<file path="config.mk">
export PLATFORM = sky130hd
export DESIGN_NAME = mssd_frame_tx
export DESIGN_NICKNAME = d
export VERILOG_FILES = /design/src/rtl/mssd_tx_pkg.sv /design/src/rtl/mssd_bit_cnt.sv /design/src/rtl/mssd_frame_tx.sv
export SDC_FILE = /design/constraint.sdc
export NUM_CORES = 1
export LEC_CHECK = 0
export ABC_AREA = 1
export CAP_MARGIN = 0
export CORE_AREA = 2 2 63 65
export DETAILED_ROUTE_END_ITERATION = 6
export DIE_AREA = 0 0 65 67
export PLACE_DENSITY = 0.85
export SLEW_MARGIN = 20
export SYNTH_ARGS = -nofsm -noshare
export SYNTH_HDL_FRONTEND = slang
export SYNTH_SLANG_ARGS = --single-unit
</file>
<file path="constraint.sdc">
create_clock -name clk -period 1.9 [get_ports clk]
set_input_delay 0.285 -clock clk [delete_from_list [all_inputs] [get_ports clk]]
set_output_delay 0.285 -clock clk [all_outputs]
set_load 0.02 [all_outputs]
</file>
<file path="src/rtl/mssd_tx_pkg.sv">
// Shared definitions for the multi-channel serial frame transmitter.
//   CH_W      channel field width (4 channels)
//   LEN_W     count field width; payload up to DATA_W bits
//   DATA_W    payload register width, 2**LEN_W-1
//   LEN_IW    bits needed to index a bit inside the count field
//   CH_IW     bits needed to index a bit inside the channel field
//   IDLE_LVL  line level while idle, START_LVL level of the start bit
//   tx_state_e  frame field currently driven on the line
package mssd_tx_pkg;

    localparam int unsigned CH_W   = 2;
    localparam int unsigned LEN_W  = 4;
    localparam int unsigned DATA_W = (2 ** LEN_W) - 1;
    localparam int unsigned LEN_IW = $clog2(LEN_W);
    localparam int unsigned CH_IW  = $clog2(CH_W);

    localparam logic IDLE_LVL  = 1'b1;
    localparam logic START_LVL = 1'b0;

    typedef enum logic [2:0] {
        ST_IDLE,
        ST_START,
        ST_CH,
        ST_CNT,
        ST_DATA,
        ST_PAR
    } tx_state_e;

endpackage

</file>
<file path="src/rtl/mssd_bit_cnt.sv">
// Loadable down counter used to index the bit being sent within a frame field.
//   clk   clock
//   rst   asynchronous active-high reset, clears the count
//   ld    load val (has priority over en)
//   val   load value
//   en    decrement by one
//   cnt   current count
//   zero  count is zero (last bit of the field)
module mssd_bit_cnt #(
    parameter int unsigned W = 4
) (
    input  logic         clk,
    input  logic         rst,
    input  logic         ld,
    input  logic [W-1:0] val,
    input  logic         en,
    output logic [W-1:0] cnt,
    output logic         zero
);

    always_ff @(posedge clk or posedge rst) begin
        if (rst) begin
            cnt <= '0;
        end else if (ld) begin
            cnt <= val;
        end else if (en) begin
            cnt <= cnt - 1'b1;
        end
    end

    assign zero = (cnt == '0);

endmodule

</file>
<file path="src/rtl/mssd_frame_tx.sv">
// Serial frame transmitter for the multi-channel serial link.
// Frame, one bit per cycle, MSB first per field:
//   start bit (0), channel (CH_W), count (LEN_W), count payload bits [, parity].
// Optional feature: define MSSD_TX_PARITY_EN to append an even-parity bit
// covering channel, count and the payload bits actually sent.
//   clk     clock, rising edge
//   rst     asynchronous active-high reset; aborts any frame at once
//   start   frame request, sampled only while idle
//   ch      destination channel, captured on accept
//   len     payload bit count, captured on accept
//   data    payload, bits [len-1:0] sent
//   serOut  registered serial line, idle high
//   busy    high on every cycle serOut carries a frame bit
//   done    one-cycle pulse on the first idle cycle after a frame
module mssd_frame_tx
    import mssd_tx_pkg::*;
(
    input  logic              clk,
    input  logic              rst,
    input  logic              start,
    input  logic [CH_W-1:0]   ch,
    input  logic [LEN_W-1:0]  len,
    input  logic [DATA_W-1:0] data,
    output logic              serOut,
    output logic              busy,
    output logic              done
);

    tx_state_e state_q, state_d, end_state;

    logic [CH_W-1:0]   ch_q;
    logic [LEN_W-1:0]  len_q;
    logic [DATA_W-1:0] data_q;
    logic              capture;

    logic              cnt_ld, cnt_en, cnt_zero;
    logic [LEN_W-1:0]  cnt_val, cnt, idx_d;

    logic              ser_d, ser_q;
    logic              busy_d, busy_q;
    logic              done_d, done_q;

    mssd_bit_cnt #(
        .W (LEN_W)
    ) u_cnt (
        .clk  (clk),
        .rst  (rst),
        .ld   (cnt_ld),
        .val  (cnt_val),
        .en   (cnt_en),
        .cnt  (cnt),
        .zero (cnt_zero)
    );

`ifdef MSSD_TX_PARITY_EN
    logic [DATA_W-1:0] data_mask;
    logic              par_bit;

    assign data_mask = DATA_W'((32'd1 << len_q) - 32'd1);
    assign par_bit   = (^ch_q) ^ (^len_q) ^ (^(data_q & data_mask));
    assign end_state = ST_PAR;
`else
    assign end_state = ST_IDLE;
`endif

    always_comb begin
        state_d = state_q;
        capture = 1'b0;
        cnt_ld  = 1'b0;
        cnt_en  = 1'b0;
        cnt_val = '0;

        case (state_q)
            ST_IDLE: begin
                if (start) begin
                    capture = 1'b1;
                    state_d = ST_START;
                end
            end
            ST_START: begin
                state_d = ST_CH;
                cnt_ld  = 1'b1;
                cnt_val = LEN_W'(CH_W - 1);
            end
            ST_CH: begin
                if (cnt_zero) begin
                    state_d = ST_CNT;
                    cnt_ld  = 1'b1;
                    cnt_val = LEN_W'(LEN_W - 1);
                end else begin
                    cnt_en = 1'b1;
                end
            end
            ST_CNT: begin
                if (cnt_zero) begin
                    if (len_q != '0) begin
                        state_d = ST_DATA;
                        cnt_ld  = 1'b1;
                        cnt_val = len_q - 1'b1;
                    end else begin
                        state_d = end_state;
                    end
                end else begin
                    cnt_en = 1'b1;
                end
            end
            ST_DATA: begin
                if (cnt_zero) begin
                    state_d = end_state;
                end else begin
                    cnt_en = 1'b1;
                end
            end
            ST_PAR: begin
                state_d = ST_IDLE;
            end
            default: begin
                state_d = ST_IDLE;
            end
        endcase
    end

    // Index the counter will hold next cycle, so the line bit can be registered
    // together with the state it belongs to.
    always_comb begin
        idx_d = cnt;
        if (cnt_ld) begin
            idx_d = cnt_val;
        end else if (cnt_en) begin
            idx_d = cnt - 1'b1;
        end
    end

    // The start state never reads the capture regs, so using ch_q/len_q/data_q
    // here is safe even on the accept edge where they are still being loaded.
    always_comb begin
        ser_d = IDLE_LVL;
        case (state_d)
            ST_START: ser_d = START_LVL;
            ST_CH:    ser_d = ch_q[idx_d[CH_IW-1:0]];
            ST_CNT:   ser_d = len_q[idx_d[LEN_IW-1:0]];
            ST_DATA:  ser_d = data_q[idx_d];
`ifdef MSSD_TX_PARITY_EN
            ST_PAR:   ser_d = par_bit;
`endif
            default:  ser_d = IDLE_LVL;
        endcase
    end

    assign busy_d = (state_d != ST_IDLE);
    assign done_d = (state_q != ST_IDLE) && (state_d == ST_IDLE);

    always_ff @(posedge clk or posedge rst) begin
        if (rst) begin
            state_q <= ST_IDLE;
            ser_q   <= IDLE_LVL;
            busy_q  <= 1'b0;
            done_q  <= 1'b0;
            ch_q    <= '0;
            len_q   <= '0;
            data_q  <= '0;
        end else begin
            state_q <= state_d;
            ser_q   <= ser_d;
            busy_q  <= busy_d;
            done_q  <= done_d;
            if (capture) begin
                ch_q   <= ch;
                len_q  <= len;
                data_q <= data;
            end
        end
    end

    assign serOut = ser_q;
    assign busy   = busy_q;
    assign done   = done_q;

endmodule

</file>
## Yosys cells after proc, flatten, opt, wreduce, memory -nomap -nowiden

Cells that the tools add are included.
Widths: inputs -> output; s select.

- Equality and inequality tests: 8
- Multiplexer cells: 27
- Add/sub/neg operators: 2
- Order comparisons: 3
- Reduce and logical (&&, ||, !) cells: 8

Operator list:

| operator | number |
|---|---|
| $mux 4 | 4 |
| $mux 3 | 5 |
| $pmux 3 s5 | 1 |
| $eq 3x2->1 const B | 4 |
| $pmux 4 s3 | 1 |
| $mux 1 | 11 |
| $sub 4x1->4 const B | 2 |
| $eq 3x1->1 const B | 2 |
| $eq 3x3->1 const B | 2 |
| $logic_not 3->1 | 2 |
| $reduce_bool 3->1 | 2 |
| $lt 4x5->1 const B | 1 |
| $bmux 1 s4 | 1 |
| $logic_not 4->1 | 1 |
| $pmux 1 s4 | 1 |
| $reduce_bool 4->1 | 1 |
| $lt 2x3->1 const B | 1 |
| $pmux 1 s3 | 1 |
| $reduce_or 3->1 | 1 |
| $bmux 1 s2 | 1 |
| $lt 1x2->1 const B | 1 |
| $mux 2 | 1 |
| $logic_and 1x1->1 | 1 |

- Input bits: 24
- Output and inout port bits: 3
- Register bits: 31
- Logic and storage cells: 56

## Depth between registers and ports, before layout

Gate-level depths: netlist (run 1).

- Depth after elaboration: 8
- Depth in mapped cells: 16
- Mapped depth without buffers: 16

## Cells and area by module

A second synthesis (run 1) with hierarchy kept.

- Cell total of the unflattened synthesis: 258
- Area, all modules: 1814.2 um^2

By module, submodules not included:

| module | cells each | instances | seq. area each (um^2) | area each (um^2) |
|---|---|---|---|---|
| mssd_frame_tx | 224 | 1 | 676.9 | 1574.0 |
| mssd_bit_cnt | 34 | 1 | 100.1 | 240.2 |

## Worst setup path before layout (run 1)

Ideal clock, no wire load.

- Path type: reg2reg
- From: reg u_cnt.cnt[0]
- To: reg ser_q, in the netlist serOut
- Stages on the path, launching flop included: 15
- Data required time: 1840 ps
- Library setup time: 60 ps
- Clock period less this slack: 1798 ps
- Data arrival time: 1738 ps
- Path buffers: 0
- Setup slack: 102 ps
- Path through: dfrtp_1 inv_1 ha_1 nand2_1 nor2_1 nand3_1 nand2_1 nand3_1 nand2_1 o21ai_0 o21ai_1 nand2_1 nand2_1 nor2_1 nand2_1

- Cells in the longest elaborated chain, start to end: 8
- Elaborated cells between the ends (all ways): 27
- Those cells by class: add/sub (1); eq/ne (4); mux (21); reduce/logical (1)

RTL lines:

| element | line | source |
|---|---|---|
| start, declared | mssd_bit_cnt.sv:17 | `output logic [W-1:0] cnt,` |
| start signal, assigned | mssd_bit_cnt.sv:25 | `cnt <= val;` |
| start signal, assigned | mssd_bit_cnt.sv:27 | `cnt <= cnt - 1'b1;` |
| branches (longest 7 deep; another with $sub 4x1->4) | - |  |
| $pmux 1 s4 (*) | mssd_frame_tx.sv:138 | `case (state_d)` |
| named net ser_d | mssd_frame_tx.sv:39 | `logic ser_d, ser_q;` |
| end signal, assigned | mssd_frame_tx.sv:164 | `ser_q <= ser_d;` |
| end, declared | mssd_frame_tx.sv:39 |  |

Mark *: on every way through the listed nets, which the timed path passes. The select of a mux whose other input is x is not followed.
A chain may end at the register's enable or synchronous reset.

## Worst setup path in the final report (run 1)

Same ends and word-level chain as after synthesis.

==> impl_metrics.json, run 1 <==
{
  "dieWidth_um": 65,
  "drive_gt1_share_pct": 19.2,
  "yosys-top-cells-count": "nand2_1 (89), nand3_1 (33), dfrtp_1 (30)",
  "cp-start-kind": "register",
  "vdd_drop_max_mv": 0.860,
  "grt_max_degree": 32,
  "syn_to_final_growth_pct": 33.9,
  "arrival_ns": 2.09,
  "yosysMostFrequentCell": "nand2_1",
  "finalSetupViolations": 0,
  "crit_path_end_kind": "register",
  "drv_slew": 0,
  "netlist.area_leader.share_pct": 43.4,
  "slowest_stage": "dfrtp_1",
  "synth.avg_cell_area_um2": 7.35,
  "rsz0062_at_grt": "yes",
  "placed_area_um2": 2130,
  "synth-main-ff-cell": "dfrtp_1",
  "clk_path_buf_depth": 2,
  "leakagePower_nw": 1.18,
  "ys_ff_latch": 31,
  "syn_inst": 235,
  "cts_sinks": 31,
  "worst_slew_margin_rel_pct": 74.8,
  "clk_pin_slew_worst_paths_ns": 0.06,
  "synth_edf_count": 0,
  "htreeDepth": 2,
  "async_flop_share_pct": 100,
  "crit_top_cell": "nand2_4",
  "drv_cap": 0,
  "worstReg2RegStart": "u_cnt.cnt[0]$_DFF_PP0_",
  "antenna_found_initial": 0,
  "worstSetupPathType": "reg -> reg",
  "seq_area_um2": 777,
  "place_ws_ns": -0.0493,
  "min_path_type": "in -> async",
  "worst_clock_skew_ns": 0.00627,
  "setup-tns-final_ns": 0,
  "grt_usage_pct": 19.8,
  "clock_power_share_pct": 11.1,
  "multi_input_area_um2": 933,
  "num_vias": 1637,
  "design_area_um2": 2310,
  "synth.area.top_cells": "dfrtp_1 (43%), nand2_1 (19%), nand3_1 (9.6%), inv_1 (4.3%), nor2_1 (3.7%)",
  "yosys_warnings": 0,
  "viasPerCell": 4.98,
  "die_h_um": 67,
  "cellPowerDensity_nw_per_um2": 1880,
  "ios": 27,
  "layout.nets": 307,
  "whs_ns": 0.394,
  "cts_buffers": 5,
  "synth.distinct_cells": 23,
  "swShare_pct": 46.8,
  "syn-num-nets": 262,
  "tightest_slew_ns": 0.378,
  "p_switching_mw": 2.04,
  "num_antenna_cells": 0,
  "timing.fmax_mhz": 535,
  "wire_per_inst_um": 11.9,
  "root_buffer": "clkbuf_8",
  "seqPwrFrac_pct": 27.8,
  "grt-ovfl-total": 0,
  "combinationalPowerShare_pct": 61.1,
  "intPower_mw": 2.32,
  "synth_top_area_cell": "dfrtp_1",
  "drt_iter0_drc": 78,
  "globalplace.congestion": 0.958,
  "first_global_vias": 1456,
  "grt_pass1_wl_um": 6470,
  "clock_latency_ns": 0.28,
  "finalHoldViolations": 0,
  "worst_slack_ns": 0.0295,
  "cp_cell_sequence": "inv_2 -> ha_4 -> nand2_4 -> nor2_4 -> nand2_2 -> nand2_4 -> nor2_4 -> nand2_4 -> nand2_4 -> nand2_2 -> nand3_2 -> o21ai_1 -> nand2_1 -> nand2_1 -> nor2_1 -> nand2_1",
  "drt-total-wl_um": 3930,
  "syn_area_um2": 1730,
  "r2r_slack_ns": 0.03,
  "period_needed_ns": 1.87,
  "core_um2": 3610,
  "remaining_drc_errors": 0,
  "portBuffers": 26,
  "postRouteAntennaNets": 0,
  "cp_max_fo": 8,
  "cp.required_ns": 2.11,
  "critPathMaxStageDelay_ns": 0.38,
  "post-dp-hpwl_um": 2910,
  "firstDrtPassIters": 4,
  "fp.dieArea_um2": 4360,
  "fin_crit_sh_pct": 98.4,
  "p_total_mw": 4.36,
  "ys_seq_area_share_pct": 45.0,
  "fillers": 305,
  "crit_path_start": "u_cnt.cnt[0]$_DFF_PP0_",
  "start_util_pct": 47.9,
  "cts_tree": "yes",
  "status": "complete, no violations",
  "rows": 22
}
==> worst max-delay path, delay by kind of cell, from the launching register on <==
| kind | cells | cell delay, ns |
|---|---|---|
| and+or+nand+nor | 13 | 1.14 |
| AOI/OAI and AO/OA | 1 | 0.05 |
| buffers and inverters | 1 | 0.06 |
| DFF | 1 | 0.38 |
| adders and majority gates | 1 | 0.18 |
==> per-stage QoR <==
stage                     std cells  utilization, %
after CTS                       327            61.6
after detailed placement        318            59.0
final                           329            64.2
after global routing            329            64.2
after floorplan                 235               -
after global placement          318            59.0
==> worst paths after layout <==
kind,cells past startpoint,endpoint
max,16,serOut$_DFF_PP1_
min,3,len_q[2]$_DFFE_PP0P_
max reg2reg,16,serOut$_DFF_PP1_
min reg2reg,2,data_q[6]$_DFFE_PP0P_
max in group asynchronous,3,serOut$_DFF_PP1_
min in group clk,2,data_q[6]$_DFFE_PP0P_
==> state kept, by name (all words and copies together) (netlist names) <==
register	flops
data_q	15
state_q	3
done	1
busy	1
ch_q	2
serOut	1
len_q	4
u_cnt.cnt	4
==> power by group through the flow <==
stage | sequential [mW] | clock (mW) | combinational (mW)
3_5_place_dp | 1.20 | 0 | 2.34
2_1_floorplan | 1.19 | 0 | 1.69
4_1_cts | 1.20 | 0.490 | 2.41
6_report | 1.21 | 0.482 | 2.66
5_1_grt | 1.24 | 0.533 | 3.02
3_3_place_gp | 1.19 | 0 | 2.28
==> cells by family (layout without fill, tap and decap cells) <==
family                   after synthesis  after routing  share of synthesized area [%]
AND/OR/NAND/NOR                      156            156                           40.6
flip-flops                            31             31                           45.0
buffers and inverters                 27             73                           5.86
AO/OA/AOI/OAI                         14             14                           4.42
XOR/XNOR                               4              4                           2.03
adder cells (fa/ha/maj)                3              3                           2.17
==> placed cells by master, fill, tap and decap left out, drive strengths merged <==
cell / n
ha: 3
clkinv: 1
xor2: 3
nand4: 4
o21ai: 11
clkdlybuf4s50: 26
clkbuf: 8
nand3: 36
xnor2: 1
nor2: 21
buf: 15
o211ai: 1
dfstp: 1
a21oi: 2
nand2: 95
dfrtp: 30
inv: 23
==> routing by layer <==
layer  GRT usage, %  vias to the layer above  part of all wire (%)
li1               -                      830                     -
met1           24.4                      757                    43
met3           4.56                        7                   4.1
met5              0                        -                     0
met4           8.51                        0                   2.2
met2           33.4                       43                    50
==> repair_timing <==
action,4_1_cts,5_1_grt
endpoints found under the setup margin,1,2
hold buffers,0,0
pin swaps,2,13
resized for setup,2,20
buffers inserted,1,2
==> cell type report <==
| cell class | count | area share, % |
|---|---|---|
| Multi-Input combinational cell | 177 | 40.3 |
| Sequential cell | 31 | 33.6 |
| Timing Repair Buffer | 41 | 16.1 |
| Inverter | 24 | 3.89 |
| Clock buffer | 8 | 3.46 |
| Tap cell | 48 | 2.60 |
No activity file was read; power rests on OpenSTA's default activity.
==> run 2, diff against run 1 <==
- GPL_ROUTABILITY_DRIVEN: default -> 0
==> results of run 2 <==
Final layout, timing and power as in run 1 (identical DEF).
==> run 3, diff against run 2 <==
- CORE_AREA: 2 2 63 65 -> 2 2 65 67
- DIE_AREA: 0 0 65 67 -> 0 0 67 69
- PLACE_DENSITY: 0.85 -> 0.81
- RECOVER_POWER: default -> 50
==> run 3 against run 2 <==
  * The flow now finishes with violations (negative setup slack)
  * Non-clock buffer count is 11 higher
  * Global-route usage about the same
  * First-iteration DRC count decreased by 10%
  * Via count increased by 8.7%
  * Register-to-register slack lost 0.095 ns
  * Combinational power up 22%
  * Largest power group unchanged
==> impl_metrics.json, run 3 (synthesis results as in run 1) <==
{
  "status": "finished with violations",
  "failed_checks": "negative setup slack",
  "wire_per_inst_um": 13.6,
  "combinationalPowerShare_pct": 65.4,
  "clock_power_share_pct": 10.0,
  "p_total_mw": 4.96,
  "ios": 27,
  "cts_sinks": 31,
  "num_vias": 1779,
  "fin_crit_sh_pct": 103,
  "largestRegisters": "data_q x15, len_q x4, u_cnt.cnt x4",
  "cp.required_ns": 2.12,
  "syn_to_final_growth_pct": 42.7,
  "min_path_type": "in -> async",
  "cellPowerDensity_nw_per_um2": 2010,
  "tightest_slew_ns": 0.862,
  "vdd_drop_max_mv": 0.993,
  "crit_path_end_kind": "register",
  "largest_reg_flops": 15,
  "finalHoldViolations": 0,
  "grt_pass1_wl_um": 7110,
  "intPower_mw": 2.57,
  "viasPerCell": 5.20,
  "seq_area_um2": 777,
  "cp-start-kind": "register",
  "grt_max_degree": 27,
  "num_antenna_cells": 0,
  "portBuffers": 26,
  "root_buffer": "clkbuf_8",
  "clk_pin_slew_worst_paths_ns": 0.07,
  "grt-ovfl-total": 0,
  "grt_usage_pct": 19.8,
  "place_inst": 320,
  "multi_input_area_um2": 988,
  "drv_cap": 0,
  "p_switching_mw": 2.39,
  "fillers": 339,
  "remaining_drc_errors": 0,
  "dieWidth_um": 67,
  "start_util_pct": 44.1,
  "worstSetupPathType": "reg -> reg",
  "htreeDepth": 2,
  "worst_slack_ns": -0.0656,
  "fp.dieArea_um2": 4620,
  "drt_iter0_drc": 70,
  "cp_max_fo": 6,
  "first_global_vias": 1658,
  "die_h_um": 69,
  "finalSetupViolations": 1,
  "worst_clock_skew_ns": 0.00595,
  "arrival_ns": 2.19,
  "instances_no_fill": 342,
  "clk_path_buf_depth": 2,
  "final_common_cell": "nand2_1",
  "leakagePower_nw": 1.26,
  "drv_slew": 0,
  "rsz0062_at_grt": "yes",
  "cts_buffers": 5,
  "rr_worst_depth": 13,
  "drt-total-wl_um": 4660,
  "worst_slew_margin_rel_pct": 42.4,
  "post-route-util_pct": 63.0,
  "layout.cells.most_common_list": "nand2_1 (82), dfrtp_1 (30), nand3_1 (28)",
  "regMostFlops": "data_q",
  "layout.nets": 318,
  "drive_gt1_share_pct": 26.7,
  "swShare_pct": 48.2,
  "clock_latency_ns": 0.29,
  "period_needed_ns": 1.97,
  "antenna_found_initial": 0,
  "firstDrtPassIters": 4,
  "seqPwrFrac_pct": 24.6,
  "core_um2": 3910,
  "postRouteAntennaNets": 0,
  "rows": 23,
  "cts_tree": "yes",
  "timing.fmax_mhz": 509,
  "post-dp-hpwl_um": 3030
}
-- run 3: changes by cell type in the layout (fill, tap and decap cells not counted), moves of 3 or more --
cell	previous run	this run
inv_1	19	15
inv_2	4	8
nor2_1	13	10
clkinv_2	0	3
clkbuf_1	3	0
nor2_2	4	7
buf_4	15	24
-- run 3: repair_timing --
item	in CTS	in global routing
setup buffers	6	8
hold buffers	0	0
gates resized for setup	12	27
setup endpoints to repair	1	3
pin swaps	4	18
-- run 3: power groups by stage --
| stage | Combinational (mW) | Clock [mW] | Sequential [mW] |
|---|---|---|---|
| after CTS | 2.65 | 0.497 | 1.20 |
| after global placement | 2.28 | 0 | 1.20 |
| final | 3.24 | 0.495 | 1.22 |
| after detailed placement | 2.33 | 0 | 1.22 |
| after global routing | 3.55 | 0.535 | 1.25 |
| after floorplan | 1.69 | 0 | 1.19 |
-- run 3: stage by stage --
| step | TNS, ns | area (µm²) | setup WS (ns) | hold WS [ns] |
|---|---|---|---|---|
| after floorplan | 0 | 1730 | 0.102 | 0.388 |
| after global placement | -0.00882 | 2140 | -0.00882 | 0.467 |
| after detailed placement | -0.0923 | 2140 | -0.0923 | 0.473 |
| after CTS | 0 | 2320 | 0.0181 | 0.342 |
| after global routing | -0.366 | 2470 | -0.175 | 0.479 |
| final | -0.0656 | 2470 | -0.0656 | 0.429 |
-- run 3: cell type report --
type	instances	share of cell area [%]
inverter	24	3.65
timing repair buffer	52	18.8
sequential	31	31.5
clock buffer	5	2.79
clock inverter	3	0.609
tap	50	2.54
multi-input combinational	177	40.1
-- run 3: layer usage --
metal	share of wire, %	track usage (%)	wire length [µm]
met5	0	0	0
met4	4.2	7.71	196
met3	4.6	4.89	213
met2	52	33.8	2440
met1	39	23.4	1810
-- run 3: path summary, 6_finish.rpt --
path	startpoint	to	slack (ns)
min in group clk	ch_q[1]$_DFFE_PP0P_	ch_q[1]$_DFFE_PP0P_	0.49
max	u_cnt.cnt[0]$_DFF_PP0_	serOut$_DFF_PP1_	-0.07
min	rst	u_cnt.cnt[3]$_DFF_PP0_	0.43
max reg2reg	u_cnt.cnt[0]$_DFF_PP0_	serOut$_DFF_PP1_	-0.07
max in group asynchronous	rst	len_q[1]$_DFFE_PP0P_	0.30
min reg2reg	ch_q[1]$_DFFE_PP0P_	ch_q[1]$_DFFE_PP0P_	0.49
-- run 3: critical path, cell delays in order, from the launching register on --
cell     delay, ns
dfrtp_1       0.36
inv_2         0.06
ha_4          0.18
nand2_2       0.14
buf_4         0.14
nand4_1       0.13
nand2_1       0.13
nor2_2        0.06
nor2_4        0.18
nand3_1       0.14
nand3_2       0.09
nand3_1       0.10
nand3_1       0.11
nand2_1       0.06
